--- config.mk ---
export PLATFORM = sky130hd
export DESIGN_NAME = char_ram_arbiter
export DESIGN_NICKNAME = d
export VERILOG_FILES = /design/src/rtl/char_ram_arbiter_pkg.sv /design/src/rtl/char_ram_arbiter_wr_fifo.sv /design/src/rtl/char_ram_arbiter.sv
export SDC_FILE = /design/constraint.sdc
export NUM_CORES = 1
export LEC_CHECK = 0
export CAP_MARGIN = 20
export CORE_MARGIN = 2
export CORE_UTILIZATION = 40
export DETAILED_ROUTE_END_ITERATION = 16
export PLACE_DENSITY_LB_ADDON = 0.12
export SYNTH_ARGS = -nofsm -noshare
export SYNTH_HDL_FRONTEND = slang
export SYNTH_SLANG_ARGS = --single-unit
--- constraint.sdc ---
create_clock -name clk_sys -period 3.7 [get_ports clk_sys]
set_input_delay 0.74 -clock clk_sys [delete_from_list [all_inputs] [get_ports clk_sys]]
set_output_delay 0.74 -clock clk_sys [all_outputs]
set_load 0.05 [all_outputs]
--- src/rtl/char_ram_arbiter_pkg.sv ---
// Shared widths, grant/read-FSM encodings and the write-buffer entry type
// for the character RAM arbiter.
package char_ram_arbiter_pkg;

    localparam int ADDR_W = 13;
    localparam int DATA_W = 7;
    localparam logic [ADDR_W-1:0] CHARS = 13'd4800;

    typedef enum logic [1:0] {
        GNT_IDLE,
        GNT_VGA,
        GNT_CPURD,
        GNT_WR
    } grant_e;

    typedef enum logic [1:0] {
        RD_IDLE,
        RD_PEND,
        RD_ISSUED,
        RD_WAIT
    } rd_state_e;

    typedef struct packed {
        logic [ADDR_W-1:0] addr;
        logic [DATA_W-1:0] data;
    } fifo_entry_t;

    function automatic logic addr_oob(input logic [ADDR_W-1:0] addr);
        return addr >= CHARS;
    endfunction

endpackage

--- src/rtl/char_ram_arbiter_wr_fifo.sv ---
// Synchronous write buffer for CPU character writes; a push into a full
// buffer is only honoured when a pop happens in the same cycle.
module char_wr_fifo
    import char_ram_arbiter_pkg::*;
#(
    parameter int DEPTH = 4,
    localparam int PTR_W = $clog2(DEPTH),
    localparam int CNT_W = PTR_W + 1
) (
    input  logic              clk_sys,
    input  logic              clr,
    input  logic              push_i,
    input  logic              pop_i,
    input  fifo_entry_t       wdata_i,
    output fifo_entry_t       rdata_o,
    output logic              full_o,
    output logic              empty_o,
    output logic [CNT_W-1:0]  count_o
);

    fifo_entry_t            mem_q [DEPTH];
    logic [PTR_W-1:0]       wr_ptr_q;
    logic [PTR_W-1:0]       rd_ptr_q;
    logic [CNT_W-1:0]       count_q;
    logic                   do_push;
    logic                   do_pop;

    assign full_o  = (count_q == CNT_W'(DEPTH));
    assign empty_o = (count_q == '0);
    assign count_o = count_q;
    assign rdata_o = mem_q[rd_ptr_q];

    assign do_pop  = pop_i && !empty_o;
    assign do_push = push_i && (!full_o || do_pop);

    // NOTE: sequential state uses non-blocking assignments so every flop
    // samples pre-edge values regardless of statement order.
    always_ff @(posedge clk_sys or posedge clr) begin
        if (clr) begin
            wr_ptr_q <= '0;
            rd_ptr_q <= '0;
            count_q  <= '0;
        end else begin
            if (do_push) wr_ptr_q <= wr_ptr_q + PTR_W'(1);
            if (do_pop)  rd_ptr_q <= rd_ptr_q + PTR_W'(1);
            unique case ({do_push, do_pop})
                2'b10:   count_q <= count_q + CNT_W'(1);
                2'b01:   count_q <= count_q - CNT_W'(1);
                default: ;
            endcase
        end
    end

    // NOTE: storage is not reset; an empty count makes stale entries unreachable.
    always_ff @(posedge clk_sys) begin
        if (do_push) mem_q[wr_ptr_q] <= do_push ? wdata_i : mem_q[wr_ptr_q];
    end

endmodule

--- src/rtl/char_ram_arbiter.sv ---
// Single-port character RAM arbiter: VGA reads win, CPU writes are buffered and
// drained in idle slots. Optional address checking under CHAR_ARB_BOUNDS_EN.
module char_ram_arbiter
    import char_ram_arbiter_pkg::*;
#(
    parameter int FIFO_DEPTH = 4
) (
    input  logic              clk_sys,
    input  logic              clr,
    input  logic              vga_req,
    input  logic [ADDR_W-1:0] vga_addr,
    output logic [DATA_W-1:0] vga_data,
    output logic              vga_valid,
    input  logic              cpu_we,
    input  logic              cpu_re,
    input  logic [ADDR_W-1:0] cpu_addr,
    input  logic [DATA_W-1:0] cpu_wdata,
    output logic [DATA_W-1:0] cpu_rdata,
    output logic              cpu_rvalid,
    output logic              cpu_busy,
    output logic              cpu_wfull,
    output logic              wr_overflow,
    output logic [ADDR_W-1:0] ram_addr,
    output logic              ram_we,
    output logic [DATA_W-1:0] ram_wdata,
    input  logic [DATA_W-1:0] ram_rdata
);

    localparam int CNT_W = $clog2(FIFO_DEPTH) + 1;

    grant_e            grant;
    rd_state_e         rd_state_q;
    fifo_entry_t       push_entry;
    fifo_entry_t       head;
    logic              fifo_full;
    logic              fifo_empty;
    logic [CNT_W-1:0]  fifo_count;
    logic              wr_in_range;
    logic              rd_oob_in;
    logic              vga_oob_in;
    logic              push_req;
    logic              push;
    logic              pop;
    logic              overflow_d;
    logic              overflow_q;

    logic [ADDR_W-1:0] ram_addr_q;
    logic              ram_we_q;
    logic [DATA_W-1:0] ram_wdata_q;
    logic              vga_p1_q, vga_p2_q;
    logic              vga_oob1_q, vga_oob2_q;
    logic              vga_valid_q;
    logic [DATA_W-1:0] vga_data_q;
    logic [ADDR_W-1:0] rd_addr_q;
    logic              rd_oob_q;
    logic              cpu_busy_q;
    logic              cpu_rvalid_q;
    logic [DATA_W-1:0] cpu_rdata_q;

`ifdef CHAR_ARB_BOUNDS_EN
    assign wr_in_range = !addr_oob(cpu_addr);
    assign rd_oob_in   = addr_oob(cpu_addr);
    assign vga_oob_in  = addr_oob(vga_addr);
`else
    assign wr_in_range = 1'b1;
    assign rd_oob_in   = 1'b0;
    assign vga_oob_in  = 1'b0;
`endif

    // NOTE: every always_comb output gets a default first so no latch is inferred.
    always_comb begin
        grant = GNT_IDLE;
        if (vga_req)
            grant = GNT_VGA;
        else if (rd_state_q == RD_PEND && !rd_oob_q && fifo_empty)
            grant = GNT_CPURD;
        else if (!fifo_empty)
            grant = GNT_WR;
    end

    assign pop        = (grant == GNT_WR);
    assign push_req   = cpu_we && wr_in_range;
    assign push       = push_req && (!fifo_full || pop);
    assign overflow_d = overflow_q | (push_req & fifo_full & ~pop);
    assign push_entry = '{addr: cpu_addr, data: cpu_wdata};

    char_wr_fifo #(.DEPTH(FIFO_DEPTH)) u_wr_fifo (
        .clk_sys (clk_sys),
        .clr     (clr),
        .push_i  (push),
        .pop_i   (pop),
        .wdata_i (push_entry),
        .rdata_o (head),
        .full_o  (fifo_full),
        .empty_o (fifo_empty),
        .count_o (fifo_count)
    );

    // RAM port registers plus the two-stage VGA valid pipeline that matches RAM latency.
    always_ff @(posedge clk_sys or posedge clr) begin
        if (clr) begin
            ram_addr_q  <= '0;
            ram_we_q    <= 1'b0;
            ram_wdata_q <= '0;
            vga_p1_q    <= 1'b0;
            vga_p2_q    <= 1'b0;
            vga_oob1_q  <= 1'b0;
            vga_oob2_q  <= 1'b0;
            vga_valid_q <= 1'b0;
            vga_data_q  <= '0;
            overflow_q  <= 1'b0;
        end else begin
            ram_we_q <= 1'b0;
            unique case (grant)
                GNT_VGA:   ram_addr_q <= vga_addr;
                GNT_CPURD: ram_addr_q <= rd_addr_q;
                GNT_WR: begin
                    ram_addr_q  <= head.addr;
                    ram_wdata_q <= head.data;
                    ram_we_q    <= 1'b1;
                end
                default: ;
            endcase
            vga_p1_q    <= (grant == GNT_VGA);
            vga_oob1_q  <= vga_oob_in;
            vga_p2_q    <= vga_p1_q;
            vga_oob2_q  <= vga_oob1_q;
            vga_valid_q <= vga_p2_q;
            if (vga_p2_q) vga_data_q <= vga_oob2_q ? '0 : ram_rdata;
            overflow_q  <= overflow_d;
        end
    end

    // CPU read FSM; ISSUED/WAIT track the RAM address and data cycles of the granted slot.
    always_ff @(posedge clk_sys or posedge clr) begin
        if (clr) begin
            rd_state_q   <= RD_IDLE;
            rd_addr_q    <= '0;
            rd_oob_q     <= 1'b0;
            cpu_busy_q   <= 1'b0;
            cpu_rvalid_q <= 1'b0;
            cpu_rdata_q  <= '0;
        end else begin
            cpu_rvalid_q <= 1'b0;
            unique case (rd_state_q)
                RD_IDLE: begin
                    if (cpu_re) begin
                        rd_state_q <= RD_PEND;
                        rd_addr_q  <= cpu_addr;
                        rd_oob_q   <= rd_oob_in;
                        cpu_busy_q <= 1'b1;
                    end
                end
                RD_PEND: begin
                    if (grant == GNT_CPURD || rd_oob_q) rd_state_q <= RD_ISSUED;
                end
                RD_ISSUED: rd_state_q <= RD_WAIT;
                RD_WAIT: begin
                    rd_state_q   <= RD_IDLE;
                    cpu_busy_q   <= 1'b0;
                    cpu_rvalid_q <= 1'b1;
                    cpu_rdata_q  <= rd_oob_q ? '0 : ram_rdata;
                end
                default: rd_state_q <= RD_IDLE;
            endcase
        end
    end

    assign ram_addr    = ram_addr_q;
    assign ram_we      = ram_we_q;
    assign ram_wdata   = ram_wdata_q;
    assign vga_data    = vga_data_q;
    assign vga_valid   = vga_valid_q;
    assign cpu_rdata   = cpu_rdata_q;
    assign cpu_rvalid  = cpu_rvalid_q;
    assign cpu_busy    = cpu_busy_q;
    assign cpu_wfull   = (fifo_count == CNT_W'(FIFO_DEPTH));
    assign wr_overflow = overflow_q;

endmodule

==> out/metrics.yaml <==
run_status: "finished, final reports clean"
core_area_um2: 13900
vias_per_cell: 5.11
htreeDepth: 4
worstSkewPairLatency_ns: 0.42
firstDrtPassIters: 4
wirelength_um: 11900
ctsHoldBuffers: 0
antenna_found_initial: 0
cp.required_ns: 2.96
synthMuxAreaShare: 0.157
start_kind: "flop"
post_dp_cell_area_um2: 6790
setup_viol_count_final: 0
diodes: 0
synth-simple-area-share: 0.0407
vias: 3206
finalHoldViolCount: 0
numCtsBuffers: 17
hold-worst-slack_ns: 0.347
critPathCapture: "cpu_wfull"
yosysWarnings: 0
ios: 85
die-area_um2: 15200
postCtsResizedCells: 0
synth_top_family_by_area: "multiplexers"
synthXorXnorAreaFrac: 0.00924
cts_setup_buffers: 0
finalCritPeriodShare: 0.732
max-slew-margin-rel: 0.290
yosysMostFrequentCell: "edfxtp_1"
min_period_ns: 2.71
synth_compound_area_frac: 0.0458
hold_path.class: "reg -> reg"
arrival_ns: 1.97
synth.top_cells.by_count: "80 x edfxtp_1, 63 x dfrtp_1, 29 x mux2_2"
synth_top_cell_area_share: 0.423
start_util: 0.410
ir_drop_mv: 0.512
cap_viol_max_count: 0
mappedNetlistNets: 390
die_height_um: 123
io_buffers: 84
p_per_area_nw_per_um2: 876
layout.nets: 489
cts.sinks: 143
grt_pass1_vias: 3465
ys_seq_area_frac: 0.700
mappedNetlistArea_um2: 5690
fin_area_um2: 7330
grt_pass1_wl_um: 18600
worst_slew_pin_slew_ns: 1.06
path_class: "reg -> out"
drive_above_1_share: 0.233
skew_ns: 0.00669
die_w_um: 123
synth_cell_types: 34
tns_ns: 0
final_antenna_net_count: 0
synth_edf_count: 80
ys.flop_type: "edfxtp_1"
place.gp.congestion: 0.746
dpl.hpwl_um: 7670
rsz0062_at_grt: "no"
crit_chain: "inv_1 -> and3_1 -> clkdlybuf4s50_1"
cts_tree: "done"
drt-initial-drc-count: 178
drc_errors: 0
wl_per_cell_um: 18.9
power.leakage_nw: 2.74
cp-startpoint: "u_wr_fifo.count_o[0]$_DFFE_PP0P_"
fill_cells: 1163
ys_top_cells_by_area: "edfxtp_1 42%, dfrtp_1 28%, mux4_2 7.9%"
num_rows: 43
clockBufferDepth: 2
r2r_slack_ns: 1.14
end_kind: "output pin"
r2r_end: "u_wr_fifo.count_o[2]$_DFFE_PP0P_"
syn_to_final_growth_pct: 28.9
yosysTopAreaCell: "edfxtp_1"
synth_seq_cells: 143
power_mw: 6.42
slowest_delay_ns: 0.80
synthArstFlopShare: 0.441
slowest_stage: "clkdlybuf4s50_1"
rr_worst_depth: 8
rr_startpoint: "u_wr_fifo.count_o[0]$_DFFE_PP0P_"
overflow: 0
synthAdderAreaFrac: 0.0233
max_freq_mhz: 369
cts-root-buf: "clkbuf_16"
synthCells: 335
cp_max_fo: 7
slew_viol_final: 0
grt_max_degree: 39
clk_pin_slew_ns: 0.05
grt_util_all_layers: 0.172
avgSynthCellArea_um2: 17.0
-- logic make-up (layout without fill, tap and decap cells) --
family                     Yosys count  in the layout
and+or+nand+nor                     42             42
buffers and inverters               32            144
DFF                                143            143
adders and majority gates           10             10
AOI/OAI and AO/OA                   45             45
xor gates and xnor gates             6              6
muxes                               57             57
-- worst max-delay path, delay by kind of cell, from the launching register on --
kind | cells | cell delay, ns
AND/OR/NAND/NOR | 1 | 0.16
buffers and inverters | 2 | 0.93
flip-flops | 1 | 0.46
-- area by class of cell --
type                    instances  area, um2  area share
inverters                      12       45.0     0.00615
clock buffers                  24        472      0.0644
well taps                     180        225      0.0307
multi-input cells             160       1580       0.216
repair buffers                100        961       0.131
clock inverters                 8       66.3     0.00905
flip-flops and latches        143       3980       0.543
-- flip-flops by register name, summed over array words and instances, names as in the netlist, 3 cells and up --
name	count
vga_data	7
u_wr_fifo.count_o	3
ram_addr	13
u_wr_fifo.mem_q	80
ram_wdata	7
rd_addr_q	13
cpu_rdata	7
-- per-stage QoR --
stage                     setup WS (ns)  std cells   util
after global placement            0.828        595  0.489
after floorplan                    1.39        335      -
final                             0.991        627  0.528
after detailed placement          0.815        595  0.489
after CTS                         0.960        627  0.528
after global routing              0.922        627  0.528
-- cell usage in the layout (no fill, tap or decap), drive strengths merged, types with 3 or more instances in the layout --
cell	n
a31oi	13
o21ai	28
buf	16
mux2	36
dfrtp	63
ha	9
nand3	14
clkbuf	24
clkinv	6
mux4	20
inv	12
clkdlybuf4s50	84
xor2	3
and2	5
nor3	13
edfxtp	80
xnor2	3
-- how the worst min path moves through the flow --
stage               slack (ns)               start            endpoint  cells past startpoint
floorplan                 0.33  vga_p1_q$_DFF_PP0_  vga_p2_q$_DFF_PP0_                      0
global placement          0.34  vga_p1_q$_DFF_PP0_  vga_p2_q$_DFF_PP0_                      0
detailed placement        0.33  vga_p1_q$_DFF_PP0_  vga_p2_q$_DFF_PP0_                      0
CTS                       0.35  vga_p1_q$_DFF_PP0_  vga_p2_q$_DFF_PP0_                      0
global route              0.37  vga_p1_q$_DFF_PP0_  vga_p2_q$_DFF_PP0_                      0
finish                    0.35  vga_p1_q$_DFF_PP0_  vga_p2_q$_DFF_PP0_                      0
-- power breakdown --
part | internal (mW) | switching (mW)
Sequential | 2.19 | 0.317
Clock | 0.950 | 0.609
Combinational | 1.02 | 1.34
-- routing by layer --
layer	vias to the layer above	part of all wire	track usage
met5	-	0	0
met4	0	0.014	0.0682
met3	16	0.057	0.0558
met2	83	0.51	0.283
met1	1635	0.42	0.210
li1	1472	-	-
(Power assumes the default switching activity.)
